### config.mk
export PLATFORM = sky130hd
export DESIGN_NAME = pc_sequencer_flat
export DESIGN_NICKNAME = d
export VERILOG_FILES = /design/src/rtl/pc_sequencer_if.sv /design/src/rtl/pc_sequencer.sv /design/src/flat_wrapper.sv
export SDC_FILE = /design/constraint.sdc
export NUM_CORES = 1
export LEC_CHECK = 0
export ABC_AREA = 1
export CAP_MARGIN = 20
export CORE_MARGIN = 5
export CORE_UTILIZATION = 46
export CTS_CLUSTER_SIZE = 16
export DETAILED_ROUTE_END_ITERATION = 8
export GPL_ROUTABILITY_DRIVEN = 0
export PLACE_DENSITY = 0.82
export SYNTH_ARGS = -nofsm -noshare
export SYNTH_HDL_FRONTEND = slang
export SYNTH_SLANG_ARGS = --single-unit
export TNS_END_PERCENT = 30
### constraint.sdc
create_clock -name clk -period 2.4 [get_ports clk]
set_input_delay 0.24 -clock clk [delete_from_list [all_inputs] [get_ports clk]]
set_output_delay 0.24 -clock clk [all_outputs]
set_load 0.05 [all_outputs]
### src/rtl/pc_sequencer_if.sv
// Fetch-PC sequencer bus: control requests in, fetch address and status out.
// master: the side driving trigger/stall/halt/trap/redirect (hazard unit, execute, bench).
// slave : the PC sequencer itself.
interface pc_sequencer_if #(
    parameter int DATA_WIDTH = 32,
    parameter int CNT_WIDTH  = 32
);
    logic                  trigger;
    logic                  stall;
    logic                  halt;
    logic                  trap_valid;
    logic [DATA_WIDTH-1:0] trap_pc;
    logic                  redirect_valid;
    logic [DATA_WIDTH-1:0] redirect_pc;
    logic [DATA_WIDTH-1:0] pc_out;
    logic [DATA_WIDTH-1:0] pc_plus_inc;
    logic                  fetch_valid;
    logic                  flush;
    logic                  misalign_err;
    logic [1:0]            run_state;
    logic [CNT_WIDTH-1:0]  fetch_count;

    modport master (
        output trigger, stall, halt, trap_valid, trap_pc, redirect_valid, redirect_pc,
        input  pc_out, pc_plus_inc, fetch_valid, flush, misalign_err, run_state, fetch_count
    );

    modport slave (
        input  trigger, stall, halt, trap_valid, trap_pc, redirect_valid, redirect_pc,
        output pc_out, pc_plus_inc, fetch_valid, flush, misalign_err, run_state, fetch_count
    );
endinterface

### src/rtl/pc_sequencer.sv
// Fetch PC sequencer. Holds the architectural fetch PC and moves it through
// start-up (WAIT_TRIG), RUN and HALTED, applying trap and branch redirects.
// Ports:
//   clk  - rising-edge clock
//   rst  - asynchronous, active-low reset
//   bus  - pc_sequencer_if.slave: trigger/stall/halt/trap/redirect requests in;
//          pc_out, pc_plus_inc, fetch_valid, flush, misalign_err, run_state,
//          fetch_count out.
module pc_sequencer #(
    parameter int                    DATA_WIDTH   = 32,
    parameter logic [DATA_WIDTH-1:0] RESET_VECTOR = '0,
    parameter int                    PC_INC       = 4,
    parameter int                    ALIGN_BITS   = 2,
    parameter int                    CNT_WIDTH    = 32
) (
    input  logic           clk,
    input  logic           rst,
    pc_sequencer_if.slave  bus
);

    typedef enum logic [1:0] {
        WAIT_TRIG = 2'b00,
        RUN       = 2'b01,
        HALTED    = 2'b10
    } state_e;

    // A mask rather than a part-select keeps ALIGN_BITS == 0 legal.
    localparam logic [DATA_WIDTH-1:0] ALIGN_MASK = DATA_WIDTH'((64'd1 << ALIGN_BITS) - 64'd1);
    localparam logic [DATA_WIDTH-1:0] INC_V      = DATA_WIDTH'(PC_INC);

    state_e                state_q, state_d;
    logic [DATA_WIDTH-1:0] pc_q, pc_d;
    logic [CNT_WIDTH-1:0]  count_q, count_d;
    logic                  misalign_q, misalign_d;
    logic [DATA_WIDTH-1:0] pc_plus_inc;
    logic                  misaligned;
    logic                  flush;

    always_comb begin
        pc_plus_inc = pc_q + INC_V;
        misaligned  = |(bus.redirect_pc & ALIGN_MASK);
        state_d     = state_q;
        pc_d        = pc_q;
        count_d     = count_q;
        misalign_d  = 1'b0;
        flush       = 1'b0;

        case (state_q)
            WAIT_TRIG: begin
                if (bus.trigger) state_d = RUN;
            end
            RUN: begin
                if (!bus.stall && !bus.halt && (count_q != '1))
                    count_d = count_q + CNT_WIDTH'(1);

                if (bus.trap_valid) begin
                    // Trap beats stall and halt; target is force-aligned.
                    pc_d  = bus.trap_pc & ~ALIGN_MASK;
                    flush = 1'b1;
                end else if (bus.redirect_valid && !misaligned) begin
                    pc_d  = bus.redirect_pc;
                    flush = 1'b1;
                    if (bus.halt) state_d = HALTED;
                end else begin
                    // A rejected misaligned redirect falls through to halt/stall/increment.
                    if (bus.redirect_valid) misalign_d = 1'b1;
                    if (bus.halt)
                        state_d = HALTED;
                    else if (!bus.stall)
                        pc_d = pc_plus_inc;
                end
            end
            HALTED: begin
                if (bus.trigger) state_d = RUN;
            end
            default: begin
                state_d = WAIT_TRIG;
            end
        endcase
    end

    always_ff @(posedge clk or negedge rst) begin
        if (!rst) begin
            state_q    <= WAIT_TRIG;
            pc_q       <= RESET_VECTOR;
            count_q    <= '0;
            misalign_q <= 1'b0;
        end else begin
            state_q    <= state_d;
            pc_q       <= pc_d;
            count_q    <= count_d;
            misalign_q <= misalign_d;
        end
    end

    assign bus.pc_out       = pc_q;
    assign bus.pc_plus_inc  = pc_plus_inc;
    assign bus.fetch_valid  = (state_q == RUN);
    assign bus.flush        = flush;
    assign bus.misalign_err = misalign_q;
    assign bus.run_state    = state_q;
    assign bus.fetch_count  = count_q;

endmodule

### src/flat_wrapper.sv
// flat-port wrapper written by rule: the top's interface ports become plain ports
module pc_sequencer_flat 
#(
    parameter int                    DATA_WIDTH   = 32,
    parameter logic [DATA_WIDTH-1:0] RESET_VECTOR = '0,
    parameter int                    PC_INC       = 4,
    parameter int                    ALIGN_BITS   = 2,
    parameter int                    CNT_WIDTH    = 32
)
  (clk, rst, bus_trigger, bus_stall, bus_halt, bus_trap_valid, bus_trap_pc, bus_redirect_valid, bus_redirect_pc, bus_pc_out, bus_pc_plus_inc, bus_fetch_valid, bus_flush, bus_misalign_err, bus_run_state, bus_fetch_count);
  pc_sequencer_if #(.DATA_WIDTH(DATA_WIDTH), .CNT_WIDTH(CNT_WIDTH)) bus_i ();
  input  logic clk;
  input  logic rst;
  input wire logic [$bits(bus_i.trigger)-1:0] bus_trigger;
  input wire logic [$bits(bus_i.stall)-1:0] bus_stall;
  input wire logic [$bits(bus_i.halt)-1:0] bus_halt;
  input wire logic [$bits(bus_i.trap_valid)-1:0] bus_trap_valid;
  input wire logic [$bits(bus_i.trap_pc)-1:0] bus_trap_pc;
  input wire logic [$bits(bus_i.redirect_valid)-1:0] bus_redirect_valid;
  input wire logic [$bits(bus_i.redirect_pc)-1:0] bus_redirect_pc;
  output wire logic [$bits(bus_i.pc_out)-1:0] bus_pc_out;
  output wire logic [$bits(bus_i.pc_plus_inc)-1:0] bus_pc_plus_inc;
  output wire logic [$bits(bus_i.fetch_valid)-1:0] bus_fetch_valid;
  output wire logic [$bits(bus_i.flush)-1:0] bus_flush;
  output wire logic [$bits(bus_i.misalign_err)-1:0] bus_misalign_err;
  output wire logic [$bits(bus_i.run_state)-1:0] bus_run_state;
  output wire logic [$bits(bus_i.fetch_count)-1:0] bus_fetch_count;
  assign bus_i.trigger = bus_trigger;
  assign bus_i.stall = bus_stall;
  assign bus_i.halt = bus_halt;
  assign bus_i.trap_valid = bus_trap_valid;
  assign bus_i.trap_pc = bus_trap_pc;
  assign bus_i.redirect_valid = bus_redirect_valid;
  assign bus_i.redirect_pc = bus_redirect_pc;
  assign bus_pc_out = bus_i.pc_out;
  assign bus_pc_plus_inc = bus_i.pc_plus_inc;
  assign bus_fetch_valid = bus_i.fetch_valid;
  assign bus_flush = bus_i.flush;
  assign bus_misalign_err = bus_i.misalign_err;
  assign bus_run_state = bus_i.run_state;
  assign bus_fetch_count = bus_i.fetch_count;
  pc_sequencer #(.DATA_WIDTH(DATA_WIDTH), .RESET_VECTOR(RESET_VECTOR), .PC_INC(PC_INC), .ALIGN_BITS(ALIGN_BITS), .CNT_WIDTH(CNT_WIDTH)) u_core (.clk(clk), .rst(rst), .bus(bus_i));
endmodule
==> metrics.sh <==
STATUS='finished, final reports clean'
FMAX_MHz=438.1
CELLLEAKAGEPOWER_nW=3.319
FILLERINSTANCES=898
WL_ON_MET1_MICRONS=6811
TIMING.CLOCK.SKEW_NS=0.01228
WL_MET2_MICRONS=7961
PORT_BUFFERS=169
SYNTH-EDFF-COUNT=0
SYN_INST=765
REGTOREGSETUPSLACK_NS=0.28
VIAS_IN_THE_FIRST_GLOBAL_ROUTE=5277
MOST_AREA_CONSUMING_CELLS_AFTER_SYNTHESIS='dfrtp_1 (35%), nand2_1 (22%), nor2_1 (7.8%)'
FINAL-HOLD-VIOLATION-COUNT=0
NUM_IO_PINS=172
TRITONCTS='yes'
CTS_BUFFER_DEPTH=2
POWER.TOTAL_W=0.008768
MIN-DELAY-PATH-CLASS='in2async'
SHARE_OF_CELLS_ABOVE_DRIVE_STRENGTH_1_PCT=8.761
SYN_AREA_SQ_UM=4835
FIRST_ITER_VIOLATIONS=397
CLK_PIN_SLEW_NS=0.08
POST_ROUTE_ANT_NETS=0
ROUTED.TOP_LAYER='met4'
TOTAL_OF_WARNINGS_RAISED_BY_YOSYS=0
FINAL_MIN_PERIOD_OVER_CLOCK_PERIOD_PCT=95.11
ANTENNADIODECOUNT=0
DR_TOTAL_VIAS=5488
DIE_WIDTH_MICRONS=112.5
ROUTE.FINAL.WIRE_LENGTH_MICRONS=16100
R2R_START='u_core.bus.fetch_count[0]$_DFFE_PN0P_'
CRITPATHKIND='reg2out'
MET3_WIRELENGTH_MICRONS=977
ROUTED_WIRE_LENGTH_PER_INSTANCE_MICRONS=15.02
CP_MAX_FO=5
SYN_TO_FINAL_GROWTH_PCT=46.69
REPORT.FINAL.SLEW_VIOL_COUNT=0
INITIAL_UTILIZATION_PCT=47.04
POSTSYNTHREGISTERBITS=67
SETUP_VIOLATIONS=0
POST_CTS_BUFFERS=0
VDD.IR_DROP.WORST_uV=779.3
SYNTH-SEQ-AREA-SHARE_PCT=34.68
CTSHTREEMAXLEVEL=3
CORE_REGION_AREA_SQ_UM=10280
GRT_MAX_DEGREE=37
WORST_PIN_SLEW_NS=0.5648
MOST_COMMON_CELL_AFTER_LAYOUT_FILL_AND_TAPS_ASIDE='nand2_1'
TIMING.SETUP.TNS_NS=0
WIRE_LENGTH_OF_THE_FIRST_GLOBAL_ROUTING_PASS_MICRONS=26170
TRITONCTS_NUM_SINKS=67
AREA_OF_THE_DIE_SQ_UM=12660
NNETSFINAL=1005
YOSYSTOPAREACELL='dfrtp_1'
VIAS_PER_CELL=5.119
TRACK_USAGE_PCT=25.33
REMAINING_DRC_ERRORS=0
NETLIST_CELL_TYPES=32
SLEW_HEADROOM_PCT=62.23
WORST_EP_REQUIRED_TIME_NS=2.16
WORST_SKEW_PAIR_LATER_PIN_LATENCY_NS=0.35
POSTSYNTHNETCOUNT=838
PLACEMENTROWS=37
POWER_DENSITY_nW_PER_UM2=1236
CRITICAL_PATH.STARTPOINT='u_core.bus.pc_out[3]$_DFFE_PN0P_'
CTS-BUFFERS-INSERTED=9
TIMING.CRITICAL_PATH.TO_TYPE='primary output'
CAP_VIOLATIONS=0
DP_HPWL_MICRONS=12190
DETAILEDPLACE.WORSTSLACK_NS=0.2774
GLOBAL_ROUTE.OVERFLOW_TOTAL=0
FINAL_CELL_MIX='nand2_1 (276), clkdlybuf4s50_1 (141), nor2_1 (94), inv_1 (71), dfrtp_1 (67)'
DRT_PRE_ANTENNA_ITERS=5
AVGSYNTHCELLAREA_SQ_UM=6.320
GRT_ANTENNA_BEFORE_REPAIR=0
LAYOUT_SETUP_WS_NS=0.1174
POST-SYNTH-TOP-AREA-FRACTION_PCT=34.68
SYNTHFLOPTYPE='dfrtp_1'
CRITPATHARRIVALTIME_NS=2.04
DIE_Y_MICRONS=112.5
CLOCK_TREE.ROOT_CELL='clkbuf_8'
FINAL.MIN_CLOCK_PERIOD_NS=2.283
SYNTH_ASYNC_SR_FLOP_SHARE_PCT=100.0
TIMING.CRITICAL_PATH.FROM_TYPE='register'
metrics by stage:
step	utilization (%)	instances	area, sq um	hold slack (ns)
2_1_floorplan	-	765	4842	-0.05559
3_3_place_gp	66.74	1056	6859	0.2289
3_5_place_dp	66.74	1056	6859	0.2291
4_1_cts	68.61	1072	7052	0.3871
5_1_grt	69.00	1072	7092	0.4053
6_report	69.00	1072	7092	0.3800
synth_stat cells (all sizes together) (4+ instances only):
library cell	n
a21oi	47
a22oi	5
buf	10
clkbuf	14
dfrtp	67
inv	74
nand2	281
nand3	46
nand3b	5
nand4	4
nor2	106
nor3	16
o21ai	39
o21bai	6
or2	4
xnor2	6
xor2	26
sequential cells by signal, indices dropped and copies added, names as in the netlist:
name and cells:
u_core.bus.run_state 2, u_core.bus.fetch_count 32, u_core.bus.misalign_err 1, u_core.bus.pc_out 32
per-layer routing:
metal / global-route usage, % / vias up
met5: 0 / -
met4: 7.131 / 0
met3: 4.636 / 27
met2: 43.94 / 221
met1: 32.32 / 2497
li1: - / 2743
layout make-up:
class	instances	area, sq um	share of cell area [%]
Sequential cell	67	1677	23.64
Timing Repair Buffer	180	1979	27.91
Multi-Input combinational cell	599	2801	39.50
Clock buffer	10	137.6	1.941
Tap cell	136	170.2	2.399
Clock inverter	5	40.04	0.5646
Inverter	75	286.5	4.040
repair_timing:
| action | in CTS | in global routing |
|---|---|---|
| hold buffers | 1 | 0 |
| gates resized for setup | 2 | 13 |
| hold endpoints to repair | 19 | 0 |
| endpoints found under the setup margin | 4 | 17 |
| pin swaps | 0 | 0 |
cells by family (layout without fill, tap and decap cells):
logic type                 Yosys count  in the layout  share of synthesized area (%)
and+or+nand+nor                    464            464                          39.26
AOI/OAI and AO/OA                  101            101                          11.28
buffers and inverters               99            270                          8.463
DFF                                 67             67                          34.68
xor gates and xnor gates            32             32                          5.797
adders and majority gates            2              2                         0.5175
worst max-delay path: stages, from the launching register on:
cell and delay, ns:
dfrtp_1 0.42, ha_2 0.23, nand2_1 0.07, nor2_2 0.18, nand3_2 0.19, or2_2 0.33
nand2_1 0.13, buf_12 0.15
worst paths after layout:
path	end	cells after the start
worst max-delay path	bus_pc_plus_inc[12]	7
worst min-delay path	u_core.bus.pc_out[22]$_DFFE_PN0P_	2
worst max register to register	u_core.bus.fetch_count[18]$_DFFE_PN0P_	12
worst min register to register	u_core.bus.run_state[1]$_DFFE_PN0P_	1
max in group asynchronous	u_core.bus.pc_out[29]$_DFFE_PN0P_	3
min in group clk	u_core.bus.misalign_err$_DFF_PN0_	3
power breakdown:
| part | internal [W] | switching, W |
|---|---|---|
| Clock | 0.000401 | 0.000481 |
| Sequential | 0.00146 | 0.000483 |
| Combinational | 0.00209 | 0.00386 |
| Total | 0.00394 | 0.00483 |
No activity file was read; power rests on OpenSTA's default activity.
